[src/rtl/alu_share_arbiter.sv]
// alu_share_arbiter: round-robin arbiter that lends a single external ALU to
// NUM_REQ requesters. It handshakes with each requester, drives and holds the
// ALU operands, waits ALU_LAT cycles, then registers the result together with
// the owning requester's ID.
// Optional feature: define ALU_ARB_FLAGS_EN to add registered resp_zero /
// resp_neg flag outputs alongside resp_data.
module alu_share_arbiter #(
    parameter int NUM_REQ = 2,
    parameter int WIDTH   = 32,
    parameter int ALU_LAT = 0,
    parameter int IDW     = (NUM_REQ > 1) ? $clog2(NUM_REQ) : 1
) (
    input  logic                     clk,
    input  logic                     rst,
    input  logic [NUM_REQ-1:0]       req_valid,
    output logic [NUM_REQ-1:0]       req_ready,
    input  logic [NUM_REQ*WIDTH-1:0] req_a,
    input  logic [NUM_REQ*WIDTH-1:0] req_b,
    input  logic [NUM_REQ*3-1:0]     req_ctrl,
    output logic [WIDTH-1:0]         alu_a,
    output logic [WIDTH-1:0]         alu_b,
    output logic [2:0]               alu_ctrl,
    input  logic [WIDTH-1:0]         alu_result,
    output logic                     resp_valid,
    input  logic                     resp_ready,
    output logic [IDW-1:0]           resp_id,
    output logic [WIDTH-1:0]         resp_data
`ifdef ALU_ARB_FLAGS_EN
    ,
    output logic                     resp_zero,
    output logic                     resp_neg
`endif
);

    localparam int CNTW = (ALU_LAT > 0) ? $clog2(ALU_LAT + 1) : 1;

    typedef enum logic [1:0] {
        S_IDLE,
        S_EXEC,
        S_RESP
    } state_t;

    state_t             r_state;
    state_t             w_next_state;
    logic [IDW-1:0]     r_rr_ptr;
    logic [IDW-1:0]     r_owner;
    logic [CNTW-1:0]    r_lat_cnt;
    logic [WIDTH-1:0]   r_alu_a;
    logic [WIDTH-1:0]   r_alu_b;
    logic [2:0]         r_alu_ctrl;
    logic               r_resp_valid;
    logic [IDW-1:0]     r_resp_id;
    logic [WIDTH-1:0]   r_resp_data;

    logic               w_grant_found;
    logic [IDW-1:0]     w_grant;
    logic [IDW-1:0]     w_rr_next;
    logic               w_accept;
    logic               w_lat_done;
    logic [WIDTH-1:0]   w_sel_a;
    logic [WIDTH-1:0]   w_sel_b;
    logic [2:0]         w_sel_ctrl;

    // Round-robin search: first valid requester at or above rr_ptr, else wrap to the lowest.
    always_comb begin
        // NOTE: every output of a combinational block gets a default first so no latch is inferred.
        w_grant_found = 1'b0;
        w_grant       = '0;
        for (int i = 0; i < NUM_REQ; i++) begin
            if (!w_grant_found && req_valid[i] && (IDW'(i) >= r_rr_ptr)) begin
                w_grant_found = 1'b1;
                w_grant       = IDW'(i);
            end
        end
        for (int i = 0; i < NUM_REQ; i++) begin
            if (!w_grant_found && req_valid[i]) begin
                w_grant_found = 1'b1;
                w_grant       = IDW'(i);
            end
        end
    end

    // Operand mux for the granted requester and the wrapped next pointer.
    always_comb begin
        w_sel_a    = '0;
        w_sel_b    = '0;
        w_sel_ctrl = 3'b000;
        for (int i = 0; i < NUM_REQ; i++) begin
            if (w_grant == IDW'(i)) begin
                w_sel_a    = req_a[i*WIDTH +: WIDTH];
                w_sel_b    = req_b[i*WIDTH +: WIDTH];
                w_sel_ctrl = req_ctrl[i*3 +: 3];
            end
        end
        w_rr_next = (w_grant == IDW'(NUM_REQ - 1)) ? '0 : w_grant + 1'b1;
    end

    assign w_accept   = (r_state == S_IDLE) && w_grant_found;
    assign w_lat_done = (r_lat_cnt == CNTW'(ALU_LAT));

    // FSM state register.
    always_ff @(posedge clk) begin
        // NOTE: sequential state uses non-blocking assignments so every flop samples pre-edge values.
        if (!rst) r_state <= S_IDLE;
        else      r_state <= w_next_state;
    end

    // FSM next-state logic.
    always_comb begin
        w_next_state = r_state;
        unique case (r_state)
            S_IDLE:  if (w_grant_found) w_next_state = S_EXEC;
            S_EXEC:  if (w_lat_done)    w_next_state = S_RESP;
            S_RESP:  if (resp_ready)    w_next_state = S_IDLE;
            default: w_next_state = S_IDLE;
        endcase
    end

    // FSM outputs: ready only to the granted requester, and only while idle.
    always_comb begin
        req_ready = '0;
        for (int i = 0; i < NUM_REQ; i++) begin
            req_ready[i] = w_accept && (w_grant == IDW'(i));
        end
    end

    // Datapath: operand capture, latency count and response registers.
    always_ff @(posedge clk) begin
        if (!rst) begin
            r_rr_ptr     <= '0;
            r_owner      <= '0;
            r_lat_cnt    <= '0;
            r_alu_a      <= '0;
            r_alu_b      <= '0;
            r_alu_ctrl   <= 3'b000;
            r_resp_valid <= 1'b0;
            r_resp_id    <= '0;
            r_resp_data  <= '0;
        end else begin
            unique case (r_state)
                S_IDLE: begin
                    if (w_accept) begin
                        r_alu_a    <= w_sel_a;
                        r_alu_b    <= w_sel_b;
                        r_alu_ctrl <= w_sel_ctrl;
                        r_owner    <= w_grant;
                        r_rr_ptr   <= w_rr_next;
                        r_lat_cnt  <= '0;
                    end
                end
                S_EXEC: begin
                    if (w_lat_done) begin
                        r_resp_data  <= alu_result;
                        r_resp_id    <= r_owner;
                        r_resp_valid <= 1'b1;
                        r_lat_cnt    <= '0;
                    end else begin
                        r_lat_cnt <= r_lat_cnt + 1'b1;
                    end
                end
                S_RESP: begin
                    if (resp_ready) r_resp_valid <= 1'b0;
                end
                default: ;
            endcase
        end
    end

    assign alu_a      = r_alu_a;
    assign alu_b      = r_alu_b;
    assign alu_ctrl   = r_alu_ctrl;
    assign resp_valid = r_resp_valid;
    assign resp_id    = r_resp_id;
    assign resp_data  = r_resp_data;

`ifdef ALU_ARB_FLAGS_EN
    logic r_resp_zero;
    logic r_resp_neg;

    // Result flags captured on the same edge as resp_data and held with it.
    always_ff @(posedge clk) begin
        if (!rst) begin
            r_resp_zero <= 1'b0;
            r_resp_neg  <= 1'b0;
        end else if ((r_state == S_EXEC) && w_lat_done) begin
            r_resp_zero <= (alu_result == '0);
            r_resp_neg  <= alu_result[WIDTH-1];
        end
    end

    assign resp_zero = r_resp_zero;
    assign resp_neg  = r_resp_neg;
`endif

endmodule

[config.mk]
export PLATFORM = sky130hd
export DESIGN_NAME = alu_share_arbiter
export DESIGN_NICKNAME = d
export VERILOG_FILES = /design/src/rtl/alu_share_arbiter.sv
export SDC_FILE = /design/constraint.sdc
export NUM_CORES = 1
export LEC_CHECK = 0
export CORE_MARGIN = 2
export CORE_UTILIZATION = 38
export DETAILED_ROUTE_END_ITERATION = 10
export PLACE_DENSITY = 0.81
export SLEW_MARGIN = 20
export SYNTH_ARGS = -nofsm -noshare
export SYNTH_HDL_FRONTEND = slang
export SYNTH_SLANG_ARGS = --single-unit
[constraint.sdc]
create_clock -name clk -period 1.8 [get_ports clk]
set_clock_uncertainty 0.05 [all_clocks]
set_input_delay 0.27 -clock clk [delete_from_list [all_inputs] [get_ports clk]]
set_output_delay 0.27 -clock clk [all_outputs]
set_load 0.01 [all_outputs]
==> flow_summary.yaml, run 1 <==
run_status:
  outcome: "finished clean"
placement:
  input_output_buffers: 273
  pre_cts_ws_ns: -0.241
  routabilityCongestion: 0.855
  half_perimeter_wire_length_after_detailed_placement_um: 11700
logic_synthesis:
  yosys.cell_count.top_type: "sky130_fd_sc_hd__dfxtp_1"
  synth_flop_cell: "sky130_fd_sc_hd__dfxtp_1"
  yosys-top-cells-count: "sky130_fd_sc_hd__dfxtp_1 (105), sky130_fd_sc_hd__nand2_1 (68), sky130_fd_sc_hd__nand3_1 (68), sky130_fd_sc_hd__a31oi_1 (67), sky130_fd_sc_hd__nand4_1 (67)"
  ys_async_sr_fraction_pct: 0
  postSynthNetCount: 738
  synth_area_leader: "sky130_fd_sc_hd__dfxtp_1"
  avg_cell_area_syn_um2: 8.23
  yosysTopAreaCellShare_pct: 45.0
  synth-seq-area-share_pct: 45.0
  synth_enable_flop_cells: 0
  netlist_area_um2: 4670
  post_synthesis_register_bit_count: 105
  synthesis.instances: 567
  post_synth_num_cell_types: 23
  synth_top_cells_by_area: "sky130_fd_sc_hd__dfxtp_1 (45%), sky130_fd_sc_hd__a31oi_1 (9.0%), sky130_fd_sc_hd__nand4_1 (9.0%)"
  count_of_warnings_emitted_by_yosys: 0
critical_path:
  critical_path.max_fanout: 2
  required_ns: 1.48
  worst_setup_path_startpoint: "req_valid[0]"
  r2r_cells: 4
  reg2reg_end: "alu_a[27]$_SDFFE_PN0P_"
  reg2reg_from: "r_state[0]$_SDFFE_PN0P_"
  worst_setup_path_endpoint: "req_ready[1]"
  worstSetupPathType: "in -> out"
  crit_end_element: "output port"
  worst-endpoint-arrival_ns: 1.42
  worstSetupStartpointType: "primary input"
  r2r_setup_slack_ns: 0.17
sta:
  worst_relative_slew_slack_pct: 56.6
  achievable-frequency_mhz: 573
  period_utilization_post_route_pct: 96.9
  setup_slack_after_layout_ns: 0.0559
  worst_slew_pin_slew_ns: 0.651
  hold_violations: 0
  finalSetupViolations: 0
  timing_max_transition_violations_final: 0
  post_layout_min_period_ns: 1.74
  grt_setup_unrepaired: "false"
die:
  row_count: 40
  coreArea_um2: 12000
  chipHeight_um: 115
  die_area_um2: 13200
  die_width_um: 115
  floorplan.initialDensity_pct: 38.9
  io_pins: 274
cts:
  htree_num_levels: 3
  tritoncts: "yes"
  worst_setup_hold_path_clk_slew_ns: 0.07
  maximum_number_of_buffers_from_clock_root_to_sink: 2
  clock_insertion_delay_worst_skew_ns: 0.35
  cts.sink_count: 105
  numCtsBuffers: 9
  cts.root.buffer_cell: "sky130_fd_sc_hd__clkbuf_16"
route:
  drtIter0Drc: 536
  drt_wl_total_um: 17100
  drt_pre_antenna_iters: 5
  number_of_routed_nets_with_antenna_violations: 0
  vias: 5476
  detail_route.wl_per_cell_um: 18.0
  vias_per_cell: 5.75
  route.detailed.drc: 0
power_and_ir_drop:
  internal-power_w: 0.00438
  power_w: 0.00626
  clkPwrFrac_pct: 30.5
  power.density_nw_per_um2: 821
  power.switching_fraction_pct: 30.0
  comb_power_share_pct: 27.3
  worst_ir_drop_vdd_mv: 0.388
  static-leakage-power_nw: 2.60
  power_frac_seq_pct: 42.2
  net-switching-power_w: 0.00187
flow_run:
  maxCapViolCount: 0
global_routing:
  grt_antenna_before_repair: 0
  maximum_number_of_pins_on_one_net_before_global_route_repair: 69
  first_global_vias: 5293
  grt_pass1_wl_um: 26400
  grtUsageTotal_pct: 25.1
  gr_ovfl_total: 0
final_layout:
  flow.area_growth_from_synthesis_pct: 63.3
  fin_nets: 971
  n_antenna_cell: 0
  layout-drive-gt1-share_pct: 6.83
hold_path:
  worstHoldPathType: "in -> reg"
  holdCritStartpoint: "req_valid[1]"
power groups by stage:
stage	logic (W)	clock network (W)	registers, W
floorplan	0.000756	0	0.00276
global placement	0.00167	0	0.00268
detailed placement	0.00170	0	0.00269
CTS	0.00171	0.00196	0.00264
global route	0.00184	0.00204	0.00266
finish	0.00171	0.00191	0.00264
cell type report:
cell class / count / area, µm²
Clock buffer: 9 / 225
Inverter: 3 / 12.5
Tap cell: 147 / 184
Clock inverter: 7 / 58.8
Fill cell: 995 / 4390
Multi-Input combinational cell: 387 / 2100
Sequential cell: 105 / 2100
Timing Repair Buffer: 294 / 2940
stage by stage:
stage / utilization (%) / instances / TNS, ns / cell area (µm²) / hold slack [ns]
floorplan: - / 567 / 0 / 4670 / 0.356
global placement: 61.0 / 936 / -9.56 / 7330 / 0.392
detailed placement: 61.0 / 936 / -13.46 / 7330 / 0.401
CTS: 63.4 / 952 / 0 / 7610 / 0.228
global route: 63.4 / 952 / 0 / 7620 / 0.252
finish: 63.4 / 952 / 0 / 7620 / 0.228
cells in the final DEF, fill, tap and decap left out, types with 4 or more instances in the layout:
cell type,Yosys,layout
sky130_fd_sc_hd__a21oi_1,37,37
sky130_fd_sc_hd__a31oi_1,67,67
sky130_fd_sc_hd__buf_12,0,4
sky130_fd_sc_hd__buf_4,10,15
sky130_fd_sc_hd__clkbuf_16,0,9
sky130_fd_sc_hd__clkdlybuf4s50_1,0,270
sky130_fd_sc_hd__dfxtp_1,105,105
sky130_fd_sc_hd__inv_6,0,4
sky130_fd_sc_hd__nand2_1,68,68
sky130_fd_sc_hd__nand3_1,68,68
sky130_fd_sc_hd__nand4_1,67,67
sky130_fd_sc_hd__o21ai_1,59,59
sky130_fd_sc_hd__o21ai_2,10,10
layer usage:
metal  part of all wire, %  global-route usage, %  wire length [µm]
met4                   3.0                   11.5               520
met1                    39                   28.7              6580
met2                    50                   44.6              8550
met3                   8.4                   5.80              1440
met5                     0                      0                 0
worst min-delay path by stage:
stage | cells past startpoint | to
4_1_cts | 3 | r_owner$_SDFFE_PN0P_
3_5_place_dp | 2 | resp_data[2]$_SDFFE_PN0P_
2_1_floorplan | 2 | resp_data[0]$_SDFFE_PN0P_
5_1_grt | 3 | r_owner$_SDFFE_PN0P_
6_report | 3 | r_owner$_SDFFE_PN0P_
3_3_place_gp | 2 | resp_data[14]$_SDFFE_PN0P_
timing repair:
action	CTS	global route
gates resized for setup	2	2
hold buffers	0	0
endpoints found under the setup margin	2	2
buffers inserted	0	0
pin swaps	1	0
state kept, by name, indices dropped and copies added, names as in the netlist:
register	count
resp_id	1
r_rr_ptr	1
alu_b	32
r_state	2
r_owner	1
resp_data	32
resp_valid	1
alu_ctrl	3
alu_a	32
cell families after synthesis:
| group | synth area share [%] |
|---|---|
| and+or+nand+nor | 23.2 |
| DFF | 45.0 |
| AOI/OAI and AO/OA | 21.6 |
| buffers and inverters | 10.2 |
critical path, cell delays in order:
cell,delay (ns)
sky130_fd_sc_hd__clkdlybuf4s50_1,0.50
sky130_fd_sc_hd__buf_4,0.14
sky130_fd_sc_hd__nand2b_2,0.07
sky130_fd_sc_hd__nand3_1,0.11
sky130_fd_sc_hd__inv_1,0.04
sky130_fd_sc_hd__dlygate4sd2_1,0.29
Power figures use the tool's default switching activity.
==> run 2, diff against run 1 <==
Settings changed: CORE_MARGIN 2 to default, RECOVER_POWER from default to 25.
==> run 2 against run 1 <==
  * Sequential power hardly changed
  * Critical path depth stayed put
  * Combinational power hardly changed
  * Non-clock buffer count is 4 lower
  * Utilization is 0.062 points lower
  * Worst setup slack better by 0.055 ns
  * Clock power is 7% higher
  * Critical endpoint unchanged
  * Cell count is 0.42% lower
  * Count of clock-buffer cells in the layout is 1 higher
  * Worst hold slack better by 0.013 ns
  * Wire length is 4.9% lower
==> flow_summary.yaml, run 2 (same netlist as run 1, synthesis figures left out) <==
run_status:
  outcome: "finished clean"
placement:
  input_output_buffers: 273
  post-place-cells: 932
  area_after_dpl_um2: 7310
  routabilityCongestion: 0.816
  half_perimeter_wire_length_after_detailed_placement_um: 11000
route:
  route.detailed.drc: 0
  vias_per_cell: 5.67
  drt_wl_total_um: 16300
  detail_route.wl_per_cell_um: 17.1
  vias: 5378
  number_of_routed_nets_with_antenna_violations: 0
  drt_pre_antenna_iters: 5
  drtIter0Drc: 460
critical_path:
  reg2reg_end: "alu_b[16]$_SDFFE_PN0P_"
  worstSetupStartpointType: "primary input"
  worst-endpoint-arrival_ns: 1.37
  r2r_cells: 4
  critical_path.max_fanout: 2
  r2r_setup_slack_ns: 0.17
  required_ns: 1.48
  reg2reg_from: "r_rr_ptr$_SDFFE_PN0P_"
  crit_end_element: "output port"
  worstSetupPathType: "in -> out"
sta:
  timing_max_transition_violations_final: 0
  worst_relative_slew_slack_pct: 51.8
  hold_violations: 0
  fin_setup_tns_ns: 0
  finalSetupViolations: 0
  achievable-frequency_mhz: 592
  worst_slew_pin_slew_ns: 0.723
  period_utilization_post_route_pct: 93.8
  grt_setup_unrepaired: "false"
  fin_worst_hold_slack_ns: 0.242
  post_layout_min_period_ns: 1.69
final_layout:
  nFillCells: 1069
  final_core_utilization_pct: 63.4
  flow.area_growth_from_synthesis_pct: 63.1
  fin_nets: 967
  layout-drive-gt1-share_pct: 6.49
  finish.cell_count_without_fillers: 948
  n_antenna_cell: 0
  layout_commonest_cell: "sky130_fd_sc_hd__clkdlybuf4s50_1"
  stdcell_area_um2: 7610
  top_library_cells_by_usage_in_the_layout_fill_and_taps_aside: "sky130_fd_sc_hd__clkdlybuf4s50_1 (255), sky130_fd_sc_hd__dfxtp_1 (104), sky130_fd_sc_hd__nand3_1 (68), sky130_fd_sc_hd__nand2_1 (68)"
power_and_ir_drop:
  static-leakage-power_nw: 2.63
  clkPwrFrac_pct: 32.1
  worst_ir_drop_vdd_mv: 0.516
  internal-power_w: 0.00453
  power.switching_fraction_pct: 28.6
  comb_power_share_pct: 26.4
  net-switching-power_w: 0.00182
  power.density_nw_per_um2: 834
  power_frac_seq_pct: 41.5
hold_path:
  worst_hold_path.num_cells: 3
  worstHoldPathType: "in -> reg"
  holdCritStartpoint: "req_valid[1]"
  timing.hold.worst_endpoint: "r_owner$_SDFFE_PN0P_"
die:
  io_pins: 274
  die_width_um: 113
  coreArea_um2: 12000
  die_area_um2: 12700
  row_count: 40
  floorplan.initialDensity_pct: 38.9
  chipHeight_um: 113
global_routing:
  grt_pass1_wl_um: 25500
  gr_ovfl_total: 0
  grt.busiest_layer: "met2"
  grtUsageTotal_pct: 24.9
  grt.met3_usage_pct: 5.52
  first_global_vias: 5158
  globalRouteMet1Util_pct: 28.1
  global_route.usage.met2_pct: 43.6
  grt_antenna_before_repair: 1
  maximum_number_of_pins_on_one_net_before_global_route_repair: 135
cts:
  worst_setup_hold_path_clk_slew_ns: 0.07
  clock_insertion_delay_worst_skew_ns: 0.33
  cts.root.buffer_cell: "sky130_fd_sc_hd__clkbuf_16"
  htree_num_levels: 3
  maximum_number_of_buffers_from_clock_root_to_sink: 2
  tritoncts: "yes"
  cts.sink_count: 105
  cts_hold_buffers: 0
  numCtsBuffers: 9
flow_run:
  maxCapViolCount: 0
run 2: cell types whose count changed in the layout (fill, tap and decap cells not counted), moves of 2 or more:
| cell | delta |
|---|---|
| sky130_fd_sc_hd__clkinv_2 | -2 |
| sky130_fd_sc_hd__buf_6 | -2 |
| sky130_fd_sc_hd__buf_4 | -3 |
| sky130_fd_sc_hd__dlygate4sd3_1 | +15 |
| sky130_fd_sc_hd__clkinv_4 | +2 |
| sky130_fd_sc_hd__clkdlybuf4s50_1 | -15 |
run 2: through the flow:
stage	worst slack [ns]	total power (W)
2_1_floorplan	0.505	0.00352
3_3_place_gp	-0.119	0.00434
3_5_place_dp	-0.204	0.00438
4_1_cts	0.105	0.00642
5_1_grt	0.0114	0.00665
6_report	0.111	0.00635
run 2: repair_timing:
action | in CTS | in global routing
setup endpoints to repair | 2 | 0
gates resized for setup | 3 | 0
setup buffers | 0 | 0
run 2: worst max-delay path by stage:
stage,slack [ns],from,endpoint
finish,0.11,req_valid[0],req_ready[1]
global route,0.01,req_valid[0],alu_a[6]$_SDFFE_PN0P_
CTS,0.11,req_valid[0],req_ready[1]
detailed placement,-0.20,req_valid[0],alu_a[6]$_SDFFE_PN0P_
global placement,-0.12,req_valid[0],req_ready[0]
floorplan,0.50,req_valid[1],req_ready[0]
run 2: critical path, cell delays in order:
cell,delay (ns)
sky130_fd_sc_hd__clkdlybuf4s50_1,0.49
sky130_fd_sc_hd__buf_4,0.13
sky130_fd_sc_hd__nand2b_2,0.05
sky130_fd_sc_hd__nand3_1,0.09
sky130_fd_sc_hd__inv_1,0.06
sky130_fd_sc_hd__dlygate4sd2_1,0.28
run 2: per-layer routing:
layer	part of all wire (%)	up-vias
met5	0.092	-
met2	49	267
li1	-	2551
met4	4.1	2
met1	40	2510
met3	7.3	48
run 2: area by class of cell:
type                       instances  area [µm²]  share of cell area [%]
clock buffer                      10         239                    3.14
tap                              147         184                    2.42
clock inverter                     6        73.8                   0.970
inverter                           3        12.5                   0.164
timing repair buffer             290        2900                    38.1
sequential                       105        2100                    27.6
multi-input combinational        387        2100                    27.6
run 2: power groups by stage:
| stage | clock (W) | combinational (W) | sequential (W) |
|---|---|---|---|
| 5_1_grt | 0.00219 | 0.00180 | 0.00266 |
| 3_3_place_gp | 0 | 0.00166 | 0.00268 |
| 4_1_cts | 0.00209 | 0.00169 | 0.00264 |
| 2_1_floorplan | 0 | 0.000756 | 0.00276 |
| 3_5_place_dp | 0 | 0.00169 | 0.00269 |
| 6_report | 0.00204 | 0.00168 | 0.00264 |
==> run 3, diff against run 2 <==
Settings changed: CELL_PAD_IN_SITES_DETAIL_PLACEMENT from default to 0, CELL_PAD_IN_SITES_GLOBAL_PLACEMENT from default to 2, CORE_UTILIZATION 38 to 20, PLACE_DENSITY 0.81 to default, PLACE_DENSITY_LB_ADDON from default to 0.1.
==> run 3 against run 2 <==
  * Clock power is 12% higher
  * Die area is 88% higher
  * Utilization is 29 points lower
  * Sequential power hardly changed
  * Worst setup slack worse by 0.043 ns
  * Non-clock buffer count is 11 higher
  * Sequential cell count stayed put
  * Worst hold slack better by 0.021 ns
  * Critical path depth is 1 lower
  * First-iteration DRC count is 52% lower
  * Combinational power is 5% higher
  * Cell count is 19% higher
  * Largest power group unchanged
==> flow_summary.yaml, run 3 (same netlist as run 1, synthesis figures left out) <==
hold_path:
  worst_hold_path.num_cells: 3
  holdCritStartpoint: "req_valid[1]"
  worstHoldPathType: "in -> reg"
  timing.hold.worst_endpoint: "r_owner$_SDFFE_PN0P_"
final_layout:
  multi_input_area_um2: 2100
  fin_nets: 978
  flow.area_growth_from_synthesis_pct: 70.0
  top_library_cells_by_usage_in_the_layout_fill_and_taps_aside: "sky130_fd_sc_hd__clkdlybuf4s50_1 (260), sky130_fd_sc_hd__dfxtp_1 (105), sky130_fd_sc_hd__nand3_1 (68), sky130_fd_sc_hd__nand2_1 (68)"
  stdcell_area_um2: 7940
  layout-drive-gt1-share_pct: 7.51
  layout_commonest_cell: "sky130_fd_sc_hd__clkdlybuf4s50_1"
  ff_latch_area_um2: 2100
  nFillCells: 2324
route:
  detail_route.wl_per_cell_um: 17.4
  route.detailed.drc: 0
  vias_per_cell: 4.73
  drtIter0Drc: 223
  drt_wl_total_um: 19600
  number_of_routed_nets_with_antenna_violations: 0
  drt_pre_antenna_iters: 4
  vias: 5333
placement:
  input_output_buffers: 273
  area_after_dpl_um2: 7610
  pre_cts_ws_ns: -0.264
  half_perimeter_wire_length_after_detailed_placement_um: 13000
  routabilityCongestion: 0.734
power_and_ir_drop:
  worst_ir_drop_vdd_mv: 0.282
  static-leakage-power_nw: 2.67
  power_w: 0.00667
  power.density_nw_per_um2: 841
sta:
  fin_setup_tns_ns: 0
  post_layout_min_period_ns: 1.73
  finalSetupViolations: 0
  fin_worst_hold_slack_ns: 0.262
  achievable-frequency_mhz: 577
  grt_setup_unrepaired: "false"
  worst_relative_slew_slack_pct: 31.6
  hold_violations: 0
  worst_slew_pin_slew_ns: 1.03
  setup_slack_after_layout_ns: 0.0675
  timing_max_transition_violations_final: 0
  period_utilization_post_route_pct: 96.2
die:
  chipHeight_um: 155
  die_area_um2: 23900
  die_width_um: 155
  row_count: 55
  coreArea_um2: 22800
  io_pins: 274
  floorplan.initialDensity_pct: 20.5
critical_path:
  worst_setup_path_startpoint: "req_valid[0]"
  reg2reg_end: "alu_a[27]$_SDFFE_PN0P_"
  crit_end_element: "output port"
  r2r_setup_slack_ns: 0.18
  worstSetupStartpointType: "primary input"
  worstSetupPathType: "in -> out"
  r2r_cells: 5
  required_ns: 1.48
  reg2reg_from: "r_state[0]$_SDFFE_PN0P_"
  worst-endpoint-arrival_ns: 1.41
  critical_path.max_fanout: 3
cts:
  cts_hold_buffers: 0
  clock_insertion_delay_worst_skew_ns: 0.35
  tritoncts: "yes"
  maximum_number_of_buffers_from_clock_root_to_sink: 2
  htree_num_levels: 3
  cts.sink_count: 105
  worst_setup_hold_path_clk_slew_ns: 0.08
  numCtsBuffers: 9
  cts.root.buffer_cell: "sky130_fd_sc_hd__clkbuf_16"
global_routing:
  grt_pass1_wl_um: 29800
  gr_ovfl_total: 0
  maximum_number_of_pins_on_one_net_before_global_route_repair: 81
  grtUsageTotal_pct: 15.9
  grt_antenna_before_repair: 3
  first_global_vias: 5154
flow_run:
  maxCapViolCount: 0
run_status:
  outcome: "finished clean"
run 3: cell types whose count changed in the layout (fill, tap and decap cells not counted), moves of 2 or more:
cell | previous run | this run
sky130_fd_sc_hd__buf_4 | 12 | 21
sky130_fd_sc_hd__clkdlybuf4s50_1 | 255 | 260
sky130_fd_sc_hd__dlygate4sd3_1 | 15 | 10
sky130_fd_sc_hd__clkdlybuf4s15_1 | 0 | 2
sky130_fd_sc_hd__diode_2 | 0 | 2
sky130_fd_sc_hd__dlygate4sd2_1 | 2 | 0
sky130_fd_sc_hd__inv_6 | 3 | 1
run 3: repair_timing:
item                                    4_1_cts  5_1_grt
endpoints found under the setup margin        2        2
setup buffers                                 1        0
endpoints found under the hold margin         0        0
pin swaps                                     1        0
resized for setup                             2        2
run 3: worst max path at each step:
stage | end | slack, ns
global placement | req_ready[0] | -0.27
floorplan | req_ready[0] | 0.50
finish | req_ready[0] | 0.07
CTS | req_ready[0] | 0.01
global route | req_ready[0] | 0.006
detailed placement | req_ready[0] | -0.26
run 3: through the flow:
stage,std cells,utilization [%]
floorplan,567,-
global placement,1108,33.4
detailed placement,1108,33.4
CTS,1125,34.9
global route,1125,34.8
finish,1127,34.8
run 3: metal layers:
metal | routed length (µm) | track usage (%) | vias up
li1 | - | - | 2584
met1 | 8570 | 20.1 | 2527
met2 | 9200 | 25.9 | 209
met3 | 1620 | 5.13 | 13
met4 | 245 | 4.48 | 0
met5 | 0 | 0 | -
run 3: report_power, final:
group | leakage, nW | switching (W) | internal (W)
Sequential | 0.863 | 0.000105 | 0.00252
Clock | 0.161 | 0.00102 | 0.00125
Combinational | 1.65 | 0.000858 | 0.000911
Total | 2.67 | 0.00199 | 0.00469
run 3: area by class of cell:
type                            instances  area share (%)
Antenna cell                            2          0.0631
Clock buffer                            9            2.84
Clock inverter                          7            1.42
Inverter                                3           0.158
Multi-Input combinational cell        387            26.4
Sequential cell                       105            26.5
Tap cell                              313            4.94
Timing Repair Buffer                  301            37.7
run 3: critical path, cell delays in order:
cell and delay (ns):
sky130_fd_sc_hd__clkdlybuf4s50_1 0.54, sky130_fd_sc_hd__a21boi_4 0.20, sky130_fd_sc_hd__nand2_1 0.08, sky130_fd_sc_hd__inv_1 0.06
sky130_fd_sc_hd__clkdlybuf4s15_1 0.27
